==> src/rtl/demultiplexer.sv <==
// ---------------------------------------------------------------------------
// demultiplexer
//   Steers one WIDTH-bit word per accepted transfer to one of four output
//   channels, each backed by a one-entry buffer with its own valid/ready
//   handshake. Counterpart to the 4:1 multiplexer in the register-file
//   datapath.
//
// Ports
//   clk       : clock, all state updates on the rising edge
//   rst       : synchronous active-high reset
//   in_valid  : producer offers din/sig this cycle
//   in_ready  : selected channel can take the word (combinational)
//   sig       : destination channel (00->ch1 .. 11->ch4)
//   din       : data word
//   o_1..o_4  : channel buffer contents (registered, retained when empty)
//   o_valid   : bit k-1 set when channel k holds an undelivered word
//   o_ready   : bit k-1 set when consumer k takes the word this cycle
// ---------------------------------------------------------------------------
module demultiplexer #(
    parameter int unsigned WIDTH = 32
) (
    input  logic             clk,
    input  logic             rst,
    input  logic             in_valid,
    output logic             in_ready,
    input  logic [1:0]       sig,
    input  logic [WIDTH-1:0] din,
    output logic [WIDTH-1:0] o_1,
    output logic [WIDTH-1:0] o_2,
    output logic [WIDTH-1:0] o_3,
    output logic [WIDTH-1:0] o_4,
    output logic [3:0]       o_valid,
    input  logic [3:0]       o_ready
);

    typedef enum logic {
        EMPTY = 1'b0,
        FULL  = 1'b1
    } ch_state_t;

    ch_state_t        r_state [4];
    ch_state_t        w_state_nxt [4];
    logic [WIDTH-1:0] r_data [4];

    logic [3:0] w_full;
    logic [3:0] w_sel;
    logic [3:0] w_drn;
    logic [3:0] w_load;
    logic       w_acc;

    // Selected channel is ready if it is empty or draining this same cycle,
    // which is what allows back-to-back words to one channel.
    always_comb begin
        w_full      = '0;
        w_drn       = '0;
        w_load      = '0;
        w_sel       = 4'b0001 << sig;
        for (int unsigned k = 0; k < 4; k++) begin
            w_full[k] = (r_state[k] == FULL);
        end
        in_ready = !w_full[sig] || o_ready[sig];
        w_acc    = in_valid && in_ready;
        for (int unsigned k = 0; k < 4; k++) begin
            w_drn[k]  = w_full[k] && o_ready[k];
            w_load[k] = w_acc && w_sel[k];
        end
    end

    // Per-channel next state; an accept into a FULL channel only happens
    // when it also drains, so FULL+load stays FULL.
    always_comb begin
        for (int unsigned k = 0; k < 4; k++) begin
            w_state_nxt[k] = r_state[k];
            case (r_state[k])
                EMPTY:   if (w_load[k]) w_state_nxt[k] = FULL;
                FULL:    if (w_drn[k] && !w_load[k]) w_state_nxt[k] = EMPTY;
                default: w_state_nxt[k] = EMPTY;
            endcase
        end
    end

    always_ff @(posedge clk) begin
        if (rst) begin
            for (int unsigned k = 0; k < 4; k++) begin
                r_state[k] <= EMPTY;
                r_data[k]  <= '0;
            end
        end else begin
            for (int unsigned k = 0; k < 4; k++) begin
                r_state[k] <= w_state_nxt[k];
                if (w_load[k]) begin
                    r_data[k] <= din;
                end
            end
        end
    end

    assign o_valid = w_full;
    assign o_1     = r_data[0];
    assign o_2     = r_data[1];
    assign o_3     = r_data[2];
    assign o_4     = r_data[3];

endmodule

==> config.mk <==
export PLATFORM = sky130hd
export DESIGN_NAME = demultiplexer
export DESIGN_NICKNAME = d
export VERILOG_FILES = /design/src/rtl/demultiplexer.sv
export SDC_FILE = /design/constraint.sdc
export NUM_CORES = 1
export LEC_CHECK = 0
export CAP_MARGIN = 20
export CORE_MARGIN = 3
export CORE_UTILIZATION = 46
export DETAILED_ROUTE_END_ITERATION = 8
export PLACE_DENSITY = 0.86
export RECOVER_POWER = 50
export SLEW_MARGIN = 40
export SYNTH_ARGS = -nofsm -noshare
export SYNTH_HDL_FRONTEND = slang
export SYNTH_SLANG_ARGS = --single-unit
==> constraint.sdc <==
create_clock -name clk -period 5.1 [get_ports clk]
set_input_delay 0.765 -clock clk [delete_from_list [all_inputs] [get_ports clk]]
set_output_delay 0.765 -clock clk [all_outputs]
set_load 0.05 [all_outputs]
### Word level (Yosys, flattened, before mapping)

Memory sizes are Yosys's and may differ from the RTL's.
Index checks and enable logic that the tools add are counted.

* flip-flop bits (word level): 0
* memories kept: 2
* logic and storage cells: 70
* bits in writable memories: 132
* input bits: 41
* output and inout port bits: 133

* mux-type cells: 35
* magnitude comparators: 1
* shift-type cells: 1
* reduce and logical (&&, ||, !) cells: 19
* bitwise logic cells: 12

Memories
* r_data: words 4, width 32, rd ports 4, clocked after memory_dff 0, write ports 4, line 43 `logic [WIDTH-1:0] r_data [4];`
* r_state: words 4, width 1, rd ports 4, clocked after memory_dff 0, write ports 4, line 41 `ch_state_t r_state [4];`

Operators by type and width (number)
* two-way mux 32 bit: 4
* two-way mux 1 bit: 25
* logical AND 1 bit: 13
* bitwise OR 1 bit: 8
* case mux 1 bit (2 select lines): 4
* logical NOT 1 bit: 5
* binary-select mux 1 bit (select 2 bit): 2
* inverter 1 bit: 4
* left shift 1 x 2 -> 4 bit, first input constant: 1
* less-than comparator 2 x 3 -> 1 bit, second input constant: 1
* logical OR 1 bit: 1

### Depth between registers and ports, before layout

Gate-level depths: netlist of the first run.

* depth in word-level cells: 11
* depth in mapped cells: 5
* gate-level depth less buffers: 2

### Least setup slack after synthesis of the first run

No wires, ideal clock.

* path kind: input to register
* start: input sig[1]
* end: memory r_data[0][0], enable pin
* data arrival time: 3.650 ns
* data required time: 4.630 ns
* setup slack: 0.980 ns
* path buffers: 2
* cell stages on the path: 4
* library setup time: 0.470 ns
* cell sequence: buf_6 or2_1 buf_6 o31ai_1

RTL lines
* start, declared: line 26 `input logic [1:0] sig,`
* end, declared: line 43

==> impl_metrics.env, run 1 <==
export IMPL_crit_type="primary input to flop"
export IMPL_grt_pass1_vias=3669
export IMPL_place_inst=640
export IMPL_yosysSeqAreaShare=0.726
export IMPL_grt_overflow=0
export IMPL_rr_startpoint="r_state[0]"
export IMPL_core_rowCount=38
export IMPL_clockBufferDepth=2
export IMPL_p_leak_nw=2.76
export IMPL_grt_max_degree=38
export IMPL_avgSynthCellArea_sq_um=14.9
export IMPL_nets=563
export IMPL_cts_htree_levels=4
export IMPL_finalSetupTns_ns=0
export IMPL_ctsRootBufferMaster="clkbuf_16"
export IMPL_tightest_slew_ns=2.46
export IMPL_cts_made_buffers=17
export IMPL_synthArstFlopShare=0
export IMPL_rsz0062_at_grt="false"
export IMPL_outcome="complete, but fails checks"
export IMPL_fin_area_sq_mm=0.00776
export IMPL_synth_top_area_cell="edfxtp_1"
export IMPL_cts_sinks=132
export IMPL_placed_area_sq_mm=0.00721
export IMPL_ir_drop_uv=192
export IMPL_crit_path_top_delay_cell="or2_0"
export IMPL_die_h_microns=114
export IMPL_pre_cts_slack_ns=1.62
export IMPL_post_cts_buffers=0
export IMPL_rrSetupSlack_ns=3.14
export IMPL_hpwl_microns=9540
export IMPL_r2r_end="r_data[0][11]"
export IMPL_synth_area_leaders="edfxtp_1, nor3_1, nor3_2"
export IMPL_first_pass_iters=5
export IMPL_worstPathRequired_ns=5.21
export IMPL_path_cells="dlygate4sd3_1 -> or2_0 -> o31ai_4 -> buf_4"
export IMPL_port_buffers=173
export IMPL_final_setup_viol_count=0
export IMPL_yosys_warnings=0
export IMPL_relSlewSlack=-0.641
export IMPL_slowest_delay_ns=1.81
export IMPL_coreArea_sq_mm=0.0112
export IMPL_ioPinCount=174
export IMPL_setup_slack_ns=1.57
export IMPL_cts_tree="done"
export IMPL_viasPerCell=5.63
export IMPL_whs_path_depth=2
export IMPL_yosysUniqueCellTypes=19
export IMPL_syn_cell_area_sq_mm=0.00541
export IMPL_grt_pass1_wl_microns=21500
export IMPL_cts_resized=0
export IMPL_diodes=0
export IMPL_fp_dieW_microns=114
export IMPL_powerDensity_mw_per_mm2=372
export IMPL_drt_iter0_markers=232
export IMPL_via_count=3798
export IMPL_syn_nets=403
export IMPL_start_kind="primary input"
export IMPL_fin_crit_sh=0.692
export IMPL_stdcell_count=675
export IMPL_synthCells=362
export IMPL_hold_viol=0
export IMPL_cp_max_fo=33
export IMPL_violations="max-capacitance violations, max-slew violations"
export IMPL_insertion_delay_ns=0.41
export IMPL_wl_per_cell_microns=21.4
export IMPL_holdWs_ns=0.531
export IMPL_gr_usage_all_layers=0.222
export IMPL_yosys_top_cells_count="edfxtp_1, nor3_1, nand3b_1"
export IMPL_crit_arrival_ns=3.64
export IMPL_die_area_sq_mm=0.0131
export IMPL_drc_errors=0
export IMPL_gp_congestion=0.807
export IMPL_routed_wl_microns=14400
export IMPL_drive_gt1_frac=0.116
export IMPL_final_max_slew_viol_count=67
export IMPL_min_period_ns=3.53
export IMPL_cts_hold_buf=0
export IMPL_synth_seq_cells=132
export IMPL_synth_most_common_cell="edfxtp_1"
export IMPL_drv_cap=2
export IMPL_antenna_left=0
export IMPL_hold_path_class="flop to flop"
export IMPL_synth_ff_type="edfxtp_1"
export IMPL_synth_edf_count=128
export IMPL_rr_worst_depth=4
export IMPL_path_clk_slew_ns=0.06
export IMPL_fin_worst_skew_ns=0.00867
export IMPL_critPathLaunch="sig[1]"
export IMPL_end_kind="flop"
export IMPL_synthToLayoutAreaGrowth_pct=43.5
export IMPL_clock_fmax_ghz=0.283
export IMPL_synth_top_area_share=0.711
export IMPL_crit_path_end="r_data[0][11]"
export IMPL_start_util=0.484
export IMPL_antenna_found_initial=0
critical path: cells and delay by family:
family                 cells  cell delay (ns)
buffers and inverters      2             1.07
AND/OR/NAND/NOR            1             1.81
AO/OA/AOI/OAI              1            -0.02
area by class of cell:
| type | count | area, sq um |
|---|---|---|
| Sequential cell | 132 | 3920 |
| Timing Repair Buffer | 184 | 1860 |
| Multi-Input combinational cell | 185 | 1200 |
| Tap cell | 140 | 175 |
| Fill cell | 739 | 3410 |
| Clock buffer | 17 | 425 |
| Clock inverter | 15 | 171 |
| Inverter | 2 | 7.51 |
worst min path at each step:
stage,start,slack [ns],endpoint
after CTS,r_state[1],0.53,r_state[1]
after global placement,r_state[3],0.51,r_state[3]
after global routing,r_state[2],0.56,r_state[2]
after floorplan,r_state[1],0.47,r_state[1]
final,r_state[2],0.53,r_state[2]
after detailed placement,r_state[1],0.52,r_state[1]
state kept, by name (all words and copies together) (netlist names):
signal   cells
r_state      4
r_data     128
through the flow:
stage	util	total power [mW]
after CTS	0.698	2.90
after detailed placement	0.645	1.70
final	0.694	2.88
after global placement	0.645	1.69
after floorplan	-	1.54
after global routing	0.694	2.95
routing by layer:
| layer | up-vias | part of all wire | global-route usage |
|---|---|---|---|
| met5 | - | 0 | 0 |
| met4 | 0 | 0.0091 | 0.0633 |
| met3 | 8 | 0.082 | 0.0507 |
| met2 | 202 | 0.53 | 0.377 |
| met1 | 1876 | 0.38 | 0.287 |
| li1 | 1712 | - | - |
where the power goes:
group	internal, mW	switching [mW]	total [mW]
logic	0.119	0.285	0.404
registers	1.24	0.0173	1.26
clock network	0.733	0.488	1.22
total	2.09	0.790	2.88
cells by family after synthesis:
family,count (synthesis),synth area share
compound gates,8,0.00926
buf+inv,45,0.0493
flops,132,0.726
mux,1,0.00417
simple gates,176,0.211
layout by cell type, fill, tap and decap left out, types with 2 or more instances in the layout:
| master | Yosys | layout |
|---|---|---|
| o31ai_4 | 0 | 4 |
| buf_4 | 4 | 7 |
| dfxtp_1 | 4 | 4 |
| clkinvlp_4 | 0 | 2 |
| clkdlybuf4s50_1 | 0 | 106 |
| nor2b_4 | 0 | 4 |
| clkinv_4 | 0 | 4 |
| inv_8 | 0 | 2 |
| inv_6 | 0 | 4 |
| bufinv_16 | 0 | 2 |
| dlygate4sd3_1 | 0 | 67 |
| nor3_1 | 96 | 116 |
| inv_1 | 2 | 2 |
| nand3b_1 | 34 | 34 |
| edfxtp_1 | 128 | 128 |
| nand2b_1 | 6 | 6 |
| clkbuf_16 | 0 | 18 |
| nor3_2 | 32 | 12 |
| a21oi_1 | 4 | 4 |
(Power assumes the default switching activity.)
==> run 2, diff against run 1 <==
- clock period: 5.1 -> 3.5 ns (I/O delays scaled with it)
==> run 2 against run 1 <==
Final area rose by 0.31%. Critical endpoint is now in_ready. Highest routed layer unchanged. Worst setup slack got worse by 1.1 ns. Non-clock buffer count rose by 5. Register-to-register slack got worse by 1.8 ns. Sequential power rose by 46%. First-iteration DRC count rose by 31%. The flow now finishes without violations. Die area did not move.
==> impl_metrics.env, run 2 (same netlist as run 1, synthesis figures left out) <==
export IMPL_grt_pass1_vias=3875
export IMPL_grt_max_degree=37
export IMPL_die_h_microns=114
export IMPL_clockBufferDepth=2
export IMPL_whs_path_depth=2
export IMPL_ff_latch_area_sq_mm=0.00392
export IMPL_clock_fmax_ghz=0.329
export IMPL_rrSetupSlack_ns=1.33
export IMPL_diodes=0
export IMPL_die_area_sq_mm=0.0131
export IMPL_drt_iter0_markers=304
export IMPL_drc_errors=0
export IMPL_cp_depth=3
export IMPL_outcome="complete, no violations"
export IMPL_relSlewSlack=0.0622
export IMPL_final_setup_viol_count=0
export IMPL_routed_wl_met3_microns=1430
export IMPL_fp_dieW_microns=114
export IMPL_multi_input_area_sq_mm=0.00115
export IMPL_critPathLaunch="sig[1]"
export IMPL_viasPerCell=5.70
export IMPL_port_buffers=173
export IMPL_routed_wl_microns=15100
export IMPL_gp_congestion=0.772
export IMPL_fill_cells=781
export IMPL_nets=568
export IMPL_gr_usage_all_layers=0.234
export IMPL_grt_overflow=0
export IMPL_crit_path_top_delay_cell="dlygate4sd3_1"
export IMPL_via_count=3875
export IMPL_cts_resized=0
export IMPL_rr_worst_depth=3
export IMPL_top_layer_used="met4"
export IMPL_fin_crit_sh=0.870
export IMPL_slowest_delay_ns=0.72
export IMPL_wl_per_cell_microns=22.1
export IMPL_layout_commonest_cell="clkdlybuf4s50_1"
export IMPL_ioPinCount=174
export IMPL_cts_made_buffers=17
export IMPL_fin_worst_skew_ns=0.0116
export IMPL_post_cts_buffers=0
export IMPL_start_util=0.484
export IMPL_rr_startpoint="r_state[1]"
export IMPL_start_kind="primary input"
export IMPL_worstPathRequired_ns=2.97
export IMPL_crit_family="buffers and inverters"
export IMPL_path_cells="dlygate4sd3_1 -> mux4_2 -> clkdlybuf4s50_1"
export IMPL_cts_sinks=132
export IMPL_crit_path_end="in_ready"
export IMPL_drt_met1_wl_microns=5650
export IMPL_path_clk_slew_ns=0.06
export IMPL_cp_max_fo=9
export IMPL_hold_path_class="flop to flop"
export IMPL_critPathBufInv=2
export IMPL_hold_viol=0
export IMPL_grt_pass1_wl_microns=22600
export IMPL_drv_cap=0
export IMPL_synthToLayoutAreaGrowth_pct=44.0
export IMPL_core_rowCount=38
export IMPL_hpwl_microns=9900
export IMPL_crit_type="primary input to output pin"
export IMPL_layout_common_cells="clkdlybuf4s50_1, edfxtp_1, nor3_1"
export IMPL_reg_top3="r_data: 128 flops, r_state: 4 flops"
export IMPL_antenna_left=0
export IMPL_ctsRootBufferMaster="clkbuf_16"
export IMPL_ir_drop_uv=318
export IMPL_largest_register_ffs=128
export IMPL_cts_tree="done"
export IMPL_rsz0062_at_grt="false"
export IMPL_r2r_end="r_data[1][3]"
export IMPL_end_kind="output pin"
export IMPL_finalSetupTns_ns=0
export IMPL_antenna_found_initial=0
export IMPL_post_route_util=0.697
export IMPL_first_pass_iters=5
export IMPL_final_max_slew_viol_count=0
export IMPL_largest_register="r_data"
export IMPL_coreArea_sq_mm=0.0112
export IMPL_crit_arrival_ns=2.52
export IMPL_cts_htree_levels=4
export IMPL_cts_hold_buf=0
export IMPL_p_leak_nw=2.66
export IMPL_tightest_slew_ns=1.41
export IMPL_drive_gt1_frac=0.111
export IMPL_min_period_ns=3.04
export IMPL_powerDensity_mw_per_mm2=569
export IMPL_wl_met2_microns=7730
export IMPL_insertion_delay_ns=0.41
## run 2: cell count changes in the layout (fill, tap and decap cells not counted), moves of 3 or more
cell / before / now
dlygate4sd3_1: 67 / 2
clkdlybuf4s50_1: 106 / 170
clkbuf_1: 1 / 6
bufinv_16: 2 / 6
clkinv_4: 4 / 1
inv_6: 4 / 1
o31ai_1: 0 / 3
o31ai_4: 4 / 1
## run 2: worst reg2reg max path, cell delays in order, from the launching register on
cell and delay, ns:
dfxtp_1 0.32, nor2b_4 0.21, o31ai_1 0.38, clkbuf_1 0.86
## run 2: report_power, final
part,internal [mW],switching [mW],leakage (nW),total (mW)
clock,1.33,0.659,0.312,1.99
combinational,0.187,0.417,0.941,0.603
sequential,1.81,0.0255,1.41,1.84
## run 2: worst min-delay path by stage
stage / slack [ns] / to / start
5_1_grt: 0.55 / r_state[1] / r_state[1]
3_3_place_gp: 0.50 / r_state[1] / r_state[1]
4_1_cts: 0.53 / r_state[1] / r_state[1]
3_5_place_dp: 0.52 / r_state[1] / r_state[1]
2_1_floorplan: 0.47 / r_state[1] / r_state[1]
6_report: 0.53 / r_state[1] / r_state[1]
## run 2: layout make-up
type	instances	area share
inverters	2	0.000965
clock inverters	14	0.0299
multi-input cells	185	0.148
well taps	140	0.0225
flip-flops and latches	132	0.504
repair buffers	189	0.239
clock buffers	18	0.0551
## run 2: per-stage QoR
stage / cell area (sq um) / power, mW / setup slack [ns] / hold slack [ns] / cells
floorplan: 5420 / 2.25 / -0.220 / 0.472 / 362
global placement: 7280 / 2.47 / 0.555 / 0.500 / 647
detailed placement: 7280 / 2.49 / 0.541 / 0.516 / 647
CTS: 7940 / 4.46 / 0.528 / 0.532 / 679
global route: 7780 / 4.54 / 0.408 / 0.554 / 680
finish: 7780 / 4.43 / 0.456 / 0.528 / 680
## run 2: layer usage
| layer | global-route usage | up-vias |
|---|---|---|
| li1 | - | 1717 |
| met1 | 0.292 | 1892 |
| met2 | 0.394 | 246 |
| met3 | 0.0560 | 20 |
| met4 | 0.0926 | 0 |
| met5 | 0 | - |
